## src/rtl/fp_mul_pkg.sv

```systemverilog
`default_nettype none
// ============================================================================
// Module   : fp_mul_pkg
// Purpose  : Shared constants and width helpers for the FP multiplier stages.
// Revision : 1.0 - initial release
// ============================================================================
package fp_mul_pkg;

    // Operand class codes; 5..7 are decoded as NaN.
    localparam logic [2:0] SPE_ZERO   = 3'd0;
    localparam logic [2:0] SPE_DENORM = 3'd1;
    localparam logic [2:0] SPE_NORM   = 3'd2;
    localparam logic [2:0] SPE_INF    = 3'd3;
    localparam logic [2:0] SPE_NAN    = 3'd4;

    localparam logic [1:0] SH_RIGHT = 2'b00;
    localparam logic [1:0] SH_LEFT  = 2'b01;
    localparam logic [1:0] SH_NONE  = 2'b10;

    function automatic int shift_w(input int dw);
        return (dw <= 16) ? 5 : ((dw <= 32) ? 6 : 7);
    endfunction

    function automatic int mant_mul(input int mant);
        return 2 * (mant + 1);
    endfunction

endpackage
`default_nettype wire

```

## src/rtl/fp_mul_round_pack_if.sv

```systemverilog
`default_nettype none
// ============================================================================
// Module   : fp_mul_round_pack_if
// Purpose  : Stage-3 to round/pack bundle: operands in, packed result out.
// Revision : 1.0 - initial release
// ============================================================================
interface fp_mul_round_pack_if #(
    parameter int DW   = 16,
    parameter int EXP  = 4,
    parameter int MANT = 10
);
    localparam int MW = fp_mul_pkg::mant_mul(MANT);
    localparam int SW = fp_mul_pkg::shift_w(DW);

    logic          en;
    logic          valid_in;
    logic          sign_reg3;
    logic [MW-1:0] mant_out_reg3;
    logic [EXP-1:0] exp_reg3;
    logic          over_flow_reg3;
    logic [2:0]    spe_case_a_reg3;
    logic [2:0]    spe_case_b_reg3;
    logic [1:0]    mant_shift_type_reg3;
    logic [SW-1:0] mant_shift_value_reg3;
    logic [DW-1:0] result;
    logic          valid_out;
    logic          flag_overflow;
    logic          flag_underflow;
    logic          flag_invalid;
    logic          flag_inexact;

    modport master (
        output en, valid_in, sign_reg3, mant_out_reg3, exp_reg3, over_flow_reg3,
               spe_case_a_reg3, spe_case_b_reg3, mant_shift_type_reg3,
               mant_shift_value_reg3,
        input  result, valid_out, flag_overflow, flag_underflow, flag_invalid,
               flag_inexact
    );

    modport slave (
        input  en, valid_in, sign_reg3, mant_out_reg3, exp_reg3, over_flow_reg3,
               spe_case_a_reg3, spe_case_b_reg3, mant_shift_type_reg3,
               mant_shift_value_reg3,
        output result, valid_out, flag_overflow, flag_underflow, flag_invalid,
               flag_inexact
    );

endinterface
`default_nettype wire

```

## src/rtl/fp_sticky_shifter.sv

```systemverilog
`default_nettype none
// ============================================================================
// Module   : fp_sticky_shifter
// Purpose  : Combinational left/right barrel shift; right shifts report sticky.
// Revision : 1.0 - initial release
// ============================================================================
module fp_sticky_shifter
    import fp_mul_pkg::*;
#(
    parameter int W  = 22,
    parameter int SW = 5
) (
    input  logic [W-1:0]  data_in,
    input  logic [1:0]    shift_type,
    input  logic [SW-1:0] shift_value,
    output logic [W-1:0]  data_out,
    output logic          sticky
);

    localparam logic [SW-1:0] MAX_RSH = SW'(W - 1);

    logic [SW-1:0]  w_rsh_amt;
    logic [2*W-1:0] w_rsh_ext;

    // Lower half of the extended word collects every bit shifted out.
    assign w_rsh_amt = (shift_value > MAX_RSH) ? MAX_RSH : shift_value;
    assign w_rsh_ext = {data_in, {W{1'b0}}} >> w_rsh_amt;

    always_comb begin
        data_out = data_in;
        sticky   = 1'b0;
        case (shift_type)
            SH_RIGHT: begin
                data_out = w_rsh_ext[2*W-1:W];
                sticky   = |w_rsh_ext[W-1:0];
            end
            SH_LEFT: data_out = data_in << shift_value;
            default: data_out = data_in;
        endcase
    end

endmodule
`default_nettype wire

```

## src/rtl/fp_mul_round_pack.sv

```systemverilog
`default_nettype none
// ============================================================================
// Module   : fp_mul_round_pack
// Purpose  : Normalise/round-to-nearest-even/pack stage of the FP multiplier.
// Revision : 1.0 - initial release
// ============================================================================
module fp_mul_round_pack
    import fp_mul_pkg::*;
#(
    parameter int DW    = 16,
    parameter int EXP   = 4,
    parameter int MANT  = 10,
    parameter bit CG_EN = 1'b0
) (
    input  logic              clk,
    input  logic              rst_n,
    fp_mul_round_pack_if.slave bus
);

    localparam int MW = mant_mul(MANT);
    localparam int SW = shift_w(DW);
    localparam int EW = DW - 1 - MANT;
    localparam int RW = EW + MANT + 1;

    logic          w_adv;
    logic [MW-1:0] w_shifted;
    logic          w_sh_sticky;
    logic          w_lead_unused;
    logic [EW-1:0] w_exp_in;

    assign w_adv = CG_EN ? 1'b1 : bus.en;

    fp_sticky_shifter #(
        .W  (MW),
        .SW (SW)
    ) u_shifter (
        .data_in     (bus.mant_out_reg3),
        .shift_type  (bus.mant_shift_type_reg3),
        .shift_value (bus.mant_shift_value_reg3),
        .data_out    (w_shifted),
        .sticky      (w_sh_sticky)
    );

    // The leading one is implicit in the packed format.
    assign w_lead_unused = w_shifted[MW-1];

    generate
        if (EXP > EW) begin : g_exp_trunc
            logic w_exp_hi_unused;
            assign w_exp_hi_unused = ^bus.exp_reg3[EXP-1:EW];
            assign w_exp_in        = bus.exp_reg3[EW-1:0];
        end else if (EXP == EW) begin : g_exp_same
            assign w_exp_in = bus.exp_reg3;
        end else begin : g_exp_ext
            assign w_exp_in = {{(EW-EXP){1'b0}}, bus.exp_reg3};
        end
    endgenerate

    // ---------------- cycle A: shift and split fields ----------------
    logic            r_a_valid;
    logic            r_a_sign;
    logic [EW-1:0]   r_a_exp;
    logic [MANT-1:0] r_a_frac;
    logic            r_a_guard;
    logic            r_a_sticky;
    logic            r_a_ovf;
    logic [2:0]      r_a_spe_a;
    logic [2:0]      r_a_spe_b;

    always_ff @(posedge clk) begin
        if (!rst_n) begin
            r_a_valid  <= 1'b0;
            r_a_sign   <= 1'b0;
            r_a_exp    <= '0;
            r_a_frac   <= '0;
            r_a_guard  <= 1'b0;
            r_a_sticky <= 1'b0;
            r_a_ovf    <= 1'b0;
            r_a_spe_a  <= '0;
            r_a_spe_b  <= '0;
        end else if (w_adv) begin
            r_a_valid  <= bus.valid_in;
            r_a_sign   <= bus.sign_reg3;
            r_a_exp    <= w_exp_in;
            r_a_frac   <= w_shifted[MW-2 -: MANT];
            r_a_guard  <= w_shifted[MW-2-MANT];
            r_a_sticky <= (|w_shifted[MW-3-MANT:0]) | w_sh_sticky;
            r_a_ovf    <= bus.over_flow_reg3;
            r_a_spe_a  <= bus.spe_case_a_reg3;
            r_a_spe_b  <= bus.spe_case_b_reg3;
        end
    end

    // ---------------- cycle B: round and resolve specials ----------------
    logic          w_round_up;
    logic [RW-1:0] w_sum;
    logic [EW-1:0] w_sum_exp;
    logic          w_post_ovf;
    logic          w_inexact;
    logic          w_nan_any;
    logic          w_inf_any;
    logic          w_zero_any;
    logic [DW-1:0] w_res;
    logic          w_f_ovf;
    logic          w_f_unf;
    logic          w_f_inv;
    logic          w_f_inx;

    // A fraction carry rolls into the exponent, covering both renormalisation
    // and denormal-to-normal promotion.
    assign w_round_up = r_a_guard & (r_a_sticky | r_a_frac[0]);
    assign w_sum      = {1'b0, r_a_exp, r_a_frac} + {{(RW-1){1'b0}}, w_round_up};
    assign w_sum_exp  = w_sum[RW-2:MANT];
    assign w_post_ovf = w_sum[RW-1] | (&w_sum_exp);
    assign w_inexact  = r_a_guard | r_a_sticky;

    assign w_nan_any  = (r_a_spe_a >= SPE_NAN) | (r_a_spe_b >= SPE_NAN);
    assign w_inf_any  = (r_a_spe_a == SPE_INF) | (r_a_spe_b == SPE_INF);
    assign w_zero_any = (r_a_spe_a == SPE_ZERO) | (r_a_spe_b == SPE_ZERO);

    always_comb begin
        w_res   = {r_a_sign, w_sum[RW-2:0]};
        w_f_ovf = 1'b0;
        w_f_unf = 1'b0;
        w_f_inv = 1'b0;
        w_f_inx = 1'b0;
        if (w_nan_any || (w_inf_any && w_zero_any)) begin
            w_res   = {1'b0, {EW{1'b1}}, 1'b1, {(MANT-1){1'b0}}};
            w_f_inv = 1'b1;
        end else if (w_inf_any) begin
            w_res = {r_a_sign, {EW{1'b1}}, {MANT{1'b0}}};
        end else if (w_zero_any) begin
            w_res = {r_a_sign, {(DW-1){1'b0}}};
        end else if (r_a_ovf) begin
            w_res   = {r_a_sign, {EW{1'b1}}, {MANT{1'b0}}};
            w_f_ovf = 1'b1;
            w_f_inx = 1'b1;
        end else begin
            w_f_inx = w_inexact;
            if (w_post_ovf) begin
                w_res   = {r_a_sign, {EW{1'b1}}, {MANT{1'b0}}};
                w_f_ovf = 1'b1;
            end else begin
                w_f_unf = (w_sum_exp == '0) & w_inexact;
            end
        end
    end

    logic          r_valid;
    logic [DW-1:0] r_result;
    logic          r_flag_ovf;
    logic          r_flag_unf;
    logic          r_flag_inv;
    logic          r_flag_inx;

    always_ff @(posedge clk) begin
        if (!rst_n) begin
            r_valid    <= 1'b0;
            r_result   <= '0;
            r_flag_ovf <= 1'b0;
            r_flag_unf <= 1'b0;
            r_flag_inv <= 1'b0;
            r_flag_inx <= 1'b0;
        end else if (w_adv) begin
            r_valid    <= r_a_valid;
            r_result   <= w_res;
            r_flag_ovf <= w_f_ovf & r_a_valid;
            r_flag_unf <= w_f_unf & r_a_valid;
            r_flag_inv <= w_f_inv & r_a_valid;
            r_flag_inx <= w_f_inx & r_a_valid;
        end
    end

    assign bus.valid_out      = r_valid;
    assign bus.result         = r_result;
    assign bus.flag_overflow  = r_flag_ovf;
    assign bus.flag_underflow = r_flag_unf;
    assign bus.flag_invalid   = r_flag_inv;
    assign bus.flag_inexact   = r_flag_inx;

endmodule
`default_nettype wire

```

## src/flat_wrapper.sv

```systemverilog
// flat-port wrapper written by rule: the top's interface ports become plain ports
module fp_mul_round_pack_flat import fp_mul_pkg::*;
#(
    parameter int DW    = 16,
    parameter int EXP   = 4,
    parameter int MANT  = 10,
    parameter bit CG_EN = 1'b0
)
  (clk, rst_n, bus_en, bus_valid_in, bus_sign_reg3, bus_mant_out_reg3, bus_exp_reg3, bus_over_flow_reg3, bus_spe_case_a_reg3, bus_spe_case_b_reg3, bus_mant_shift_type_reg3, bus_mant_shift_value_reg3, bus_result, bus_valid_out, bus_flag_overflow, bus_flag_underflow, bus_flag_invalid, bus_flag_inexact);
  fp_mul_round_pack_if #(.DW(DW), .EXP(EXP), .MANT(MANT)) bus_i ();
  input  logic clk;
  input  logic rst_n;
  input wire logic [$bits(bus_i.en)-1:0] bus_en;
  input wire logic [$bits(bus_i.valid_in)-1:0] bus_valid_in;
  input wire logic [$bits(bus_i.sign_reg3)-1:0] bus_sign_reg3;
  input wire logic [$bits(bus_i.mant_out_reg3)-1:0] bus_mant_out_reg3;
  input wire logic [$bits(bus_i.exp_reg3)-1:0] bus_exp_reg3;
  input wire logic [$bits(bus_i.over_flow_reg3)-1:0] bus_over_flow_reg3;
  input wire logic [$bits(bus_i.spe_case_a_reg3)-1:0] bus_spe_case_a_reg3;
  input wire logic [$bits(bus_i.spe_case_b_reg3)-1:0] bus_spe_case_b_reg3;
  input wire logic [$bits(bus_i.mant_shift_type_reg3)-1:0] bus_mant_shift_type_reg3;
  input wire logic [$bits(bus_i.mant_shift_value_reg3)-1:0] bus_mant_shift_value_reg3;
  output wire logic [$bits(bus_i.result)-1:0] bus_result;
  output wire logic [$bits(bus_i.valid_out)-1:0] bus_valid_out;
  output wire logic [$bits(bus_i.flag_overflow)-1:0] bus_flag_overflow;
  output wire logic [$bits(bus_i.flag_underflow)-1:0] bus_flag_underflow;
  output wire logic [$bits(bus_i.flag_invalid)-1:0] bus_flag_invalid;
  output wire logic [$bits(bus_i.flag_inexact)-1:0] bus_flag_inexact;
  assign bus_i.en = bus_en;
  assign bus_i.valid_in = bus_valid_in;
  assign bus_i.sign_reg3 = bus_sign_reg3;
  assign bus_i.mant_out_reg3 = bus_mant_out_reg3;
  assign bus_i.exp_reg3 = bus_exp_reg3;
  assign bus_i.over_flow_reg3 = bus_over_flow_reg3;
  assign bus_i.spe_case_a_reg3 = bus_spe_case_a_reg3;
  assign bus_i.spe_case_b_reg3 = bus_spe_case_b_reg3;
  assign bus_i.mant_shift_type_reg3 = bus_mant_shift_type_reg3;
  assign bus_i.mant_shift_value_reg3 = bus_mant_shift_value_reg3;
  assign bus_result = bus_i.result;
  assign bus_valid_out = bus_i.valid_out;
  assign bus_flag_overflow = bus_i.flag_overflow;
  assign bus_flag_underflow = bus_i.flag_underflow;
  assign bus_flag_invalid = bus_i.flag_invalid;
  assign bus_flag_inexact = bus_i.flag_inexact;
  fp_mul_round_pack #(.DW(DW), .EXP(EXP), .MANT(MANT), .CG_EN(CG_EN)) u_core (.clk(clk), .rst_n(rst_n), .bus(bus_i));
endmodule
```

## config.mk

```make
export PLATFORM = sky130hd
export DESIGN_NAME = fp_mul_round_pack_flat
export DESIGN_NICKNAME = d
export VERILOG_FILES = /design/src/rtl/fp_mul_pkg.sv /design/src/rtl/fp_mul_round_pack_if.sv /design/src/rtl/fp_sticky_shifter.sv /design/src/rtl/fp_mul_round_pack.sv /design/src/flat_wrapper.sv
export SDC_FILE = /design/constraint.sdc
export NUM_CORES = 1
export LEC_CHECK = 0
export CAP_MARGIN = 20
export CORE_MARGIN = 2
export CORE_UTILIZATION = 50
export DETAILED_ROUTE_END_ITERATION = 8
export PLACE_DENSITY = 0.78
export SLEW_MARGIN = 20
export SYNTH_ARGS = -nofsm -noshare
export SYNTH_HDL_FRONTEND = slang
export SYNTH_SLANG_ARGS = --single-unit
```

## constraint.sdc

```tcl
create_clock -name clk -period 2.8 [get_ports clk]
set_clock_uncertainty 0.05 [all_clocks]
set_input_delay 0.42 -clock clk [delete_from_list [all_inputs] [get_ports clk]]
set_output_delay 0.42 -clock clk [all_outputs]
set_load 0.05 [all_outputs]
```

==> results by group <==
Detailed routing
  – Drt pass-1 iters: 5
  – Met2 routed WL: about 7000 um
  – Antenna viol nets, final: 0
  – Routed length per placed instance: approximately 18 um
  – WL final: 14890 um
  – Vias post-DR: approximately 5.1k
  – Starting DRC count in detailed routing: approximately 400
  – Wl on met1: 6324 um
  – DRC: 0
  – Via/cell ratio: between 6 and 7
  – Routed wl met3: about 1200 um
  – Top Layer Used: met4

Logic synthesis
  – Async SR Flop Fraction: 0%
  – XOR/XNOR Fraction of Synth Area: roughly 2.5%
  – Top cells by area, synth: dfxtp_1 (22%), mux2i_1 (7.3%), o21ai_0 (5.5%), a21oi_1 (5.4%), mux2_2 (4.2%)
  – Synth Flop Type: dfxtp_1
  – Yosys top cell area share: 21.71%
  – Syn nets: between 600 and 700
  – Post-synth EDFFs: 0
  – Largest family of logic cells by synthesized area: compound AO/OA/AOI/OAI gates
  – Count of cell types in the netlist: 65
  – Ys Warns: 0
  – Leading area contributor after synthesis: dfxtp_1
  – Mapped Area: 0.004242 mm2
  – Adder-Cell Fraction of Synth Area: less than 1%
  – Synthesized area per cell: about 7.3 um2
  – Post-Synthesis Cells: 581
  – Compound-Gate Fraction of Synth Area: ~29%
  – Post-Synth Simple-Gate Area: roughly a quarter
  – Mux share of post-synthesis cell area: 14.75%
  – Post-synthesis register bit count: 46
  – Sequential share of the synthesized area: 21.71%

Cells and area
  – Most frequent cells in the layout: buf_4 (115), clkdlybuf4s50_1 (60), nand2_1 (47)
  – Ant diodes: 0
  – Layout cells sized above 1: between 20% and 30%
  – Most common cell after layout, fill and taps aside: buf_4
  – Area grow syn2layout: 39.38%
  – Fin util: a little under three quarters
  – Fin nets: ~770

Die
  – Die Area: 0.009236 mm2
  – Die width: roughly 96 um
  – Core ar.: just over 0.008 mm2
  – Initial Utilization: between 50% and 60%
  – Boundary Pins: 66
  – Die height: between 90 and 100 um
  – Rows: 33

Placed design
  – GP Congestion: 1.007
  – Hpwl dp: between 10000 and 15000 um
  – Worst slack at placement: -0.4015 ns
  – # port buffers: between 60 and 70

Power and ir drop
  – NetSw: roughly 0.0007 W
  – Leak: 2.313 nW
  – Max rail drop VDD: roughly 0.25 mV
  – Power Density: approximately 350 mW/mm2
  – Share of total power in combinational logic: about two fifths
  – Clock power share: 24.7%
  – Switch share: 34.11%
  – Sequential power share: 35.1%
  – Internal: 0.001353 W

Clock network
  – # clock sinks: 46
  – Num CTS Buffers: 5
  – Clk root buf: clkbuf_8
  – Insertion delay to the later sink of the worst-skew pair: approximately 0.30 ns
  – Clock slew at reported path FFs: 0.09 ns
  – Post-CTS Setup Bufs: 0
  – H-tree levels: 2
  – CTS tree: yes
  – Maximum root-to-sink buffer count: 2
  – Post-cts hold buffer count: 0

STA
  – Period minus WS final: roughly 2.7 ns
  – Setup violators final: 0
  – Max Slew Vio Count: 0
  – RSZ-0062 raised after global routing: false
  – Period utilization: a little over nine tenths
  – Actual slew at the worst max-slew pin: 0.8791 ns
  – Final WS setup: about 0.068 ns
  – Slew HR: approximately two fifths
  – Fmax: approximately 370 MHz
  – Hold Vio Cnt, Final: 0

Global route
  – Vias in the first global route: about 4.8k
  – Largest net degree at the start of global routing: 60
  – Antenna violations before repair: 0
  – First-pass GRT wire length: 23580 um
  – GRT overflow: 0
  – GRT Util Overall: 32.50%

Hold path
  – Hold Path Class: register to register
  – Hold Path Stages: 2

Critical path
  – Worst R2R Path Depth: 9
  – Req. time, crit path: approximately 2.9 ns
  – CP Max Fanout: 6
  – Crit end category: register
  – Worst EP arrival: between 2 and 3 ns
  – Setup CP Type: input pin to register
  – Startpoint types: input pin
  – FF-to-FF setup slack: around 0.49 ns

Run
  – Max_cap viols: 0

Outcome
  – Status: completed
==> power by group through the flow <==
stage	sequential [W]	clock [W]	combinational, W
2_1_floorplan	0.000759	0	0.000398
3_3_place_gp	0.000732	0	0.000780
3_5_place_dp	0.000735	0	0.000787
4_1_cts	0.000720	0.000516	0.000795
5_1_grt	0.000725	0.000543	0.000882
6_report	0.000720	0.000507	0.000826
==> critical path, stage by stage <==
cell             delay (ns)
clkdlybuf4s50_1        0.52
o21ai_2                0.08
buf_4                  0.16
nand2_2                0.11
mux4_2                 0.52
a221o_1                0.35
or4_4                  0.54
o221ai_2               0.08
a31oi_1                0.10
==> registers in the layout, indices dropped and copies added (netlist names) <==
register,cells
u_core.bus.flag_inexact,1
u_core.bus.flag_invalid,1
u_core.bus.flag_overflow,1
u_core.bus.flag_underflow,1
u_core.bus.result,16
u_core.bus.valid_out,1
u_core.r_a_exp,4
u_core.r_a_frac,10
u_core.r_a_guard,1
u_core.r_a_ovf,1
u_core.r_a_sign,1
u_core.r_a_spe_a,3
u_core.r_a_spe_b,3
u_core.r_a_sticky,1
u_core.r_a_valid,1
==> through the flow <==
step	TNS (ns)	area, um2	hold slack, ns	total power, W	std cells
2_1_floorplan	0	4242	0.4196	0.001157	581
4_1_cts	0	5857	0.4510	0.002031	824
3_5_place_dp	-0.9974	5725	0.4403	0.001522	816
6_report	0	5912	0.4484	0.002054	824
5_1_grt	0	5912	0.4749	0.002150	824
3_3_place_gp	-0.7266	5725	0.4183	0.001512	816
==> cell families (layout without fill, tap and decap cells) <==
kind of cell / Yosys count / count (layout)
adder cells (fa/ha/maj): 2 / 2
multiplexers: 53 / 53
XOR/XNOR: 12 / 12
buffers and inverters: 72 / 210
AND/OR/NAND/NOR: 204 / 204
flip-flops: 46 / 46
AO/OA/AOI/OAI: 192 / 192
==> cells in the mapped netlist (all sizes together) (3+ instances only) <==
cell,n
nand2b,8
a21oi,46
o31ai,5
nor3,19
nor2,45
xnor2,7
o22ai,14
o21ai,49
nor2b,22
nand2,48
clkbuf,38
or2,3
nor4,5
or4,4
mux4,6
nor3b,3
a221oi,5
a21boi,5
and3,8
buf,17
o21a,4
a31oi,9
dfxtp,46
nor4b,3
mux2,16
nand3b,4
xor2,5
o311ai,3
and2,12
nand3,10
a211oi,15
o221ai,6
mux2i,31
nand4,5
o211ai,7
inv,17
==> per-layer routing <==
| metal | vias up | track usage, % |
|---|---|---|
| li1 | 2427 | - |
| met1 | 2371 | 42.49 |
| met2 | 258 | 53.88 |
| met3 | 48 | 5.090 |
| met4 | 0 | 11.79 |
| met5 | - | 0 |
==> timing repair <==
| item | CTS | global route |
|---|---|---|
| pin swaps | 0 | 6 |
| endpoints found under the setup margin | 1 | 2 |
| gates resized for setup | 6 | 16 |
==> worst paths after layout <==
| path | startpoint | end |
|---|---|---|
| setup / recovery | bus_mant_shift_value_reg3[4] | u_core.r_a_sticky |
| setup reg to reg | u_core.r_a_sticky | u_core.bus.flag_underflow |
| hold reg to reg | u_core.bus.result[15] | u_core.bus.result[15] |
| hold / removal | u_core.bus.result[15] | u_core.bus.result[15] |
==> final cells by class <==
type	count	area [um2]
Multi-Input combinational cell	463	3097
Fill cell	659	2305
Timing Repair Buffer	185	1587
Sequential cell	46	920.9
Tap cell	105	131.4
Clock buffer	5	68.82
Inverter	17	63.81
Clock inverter	3	43.79
Note: power is estimated with default switching activity, not from simulation.
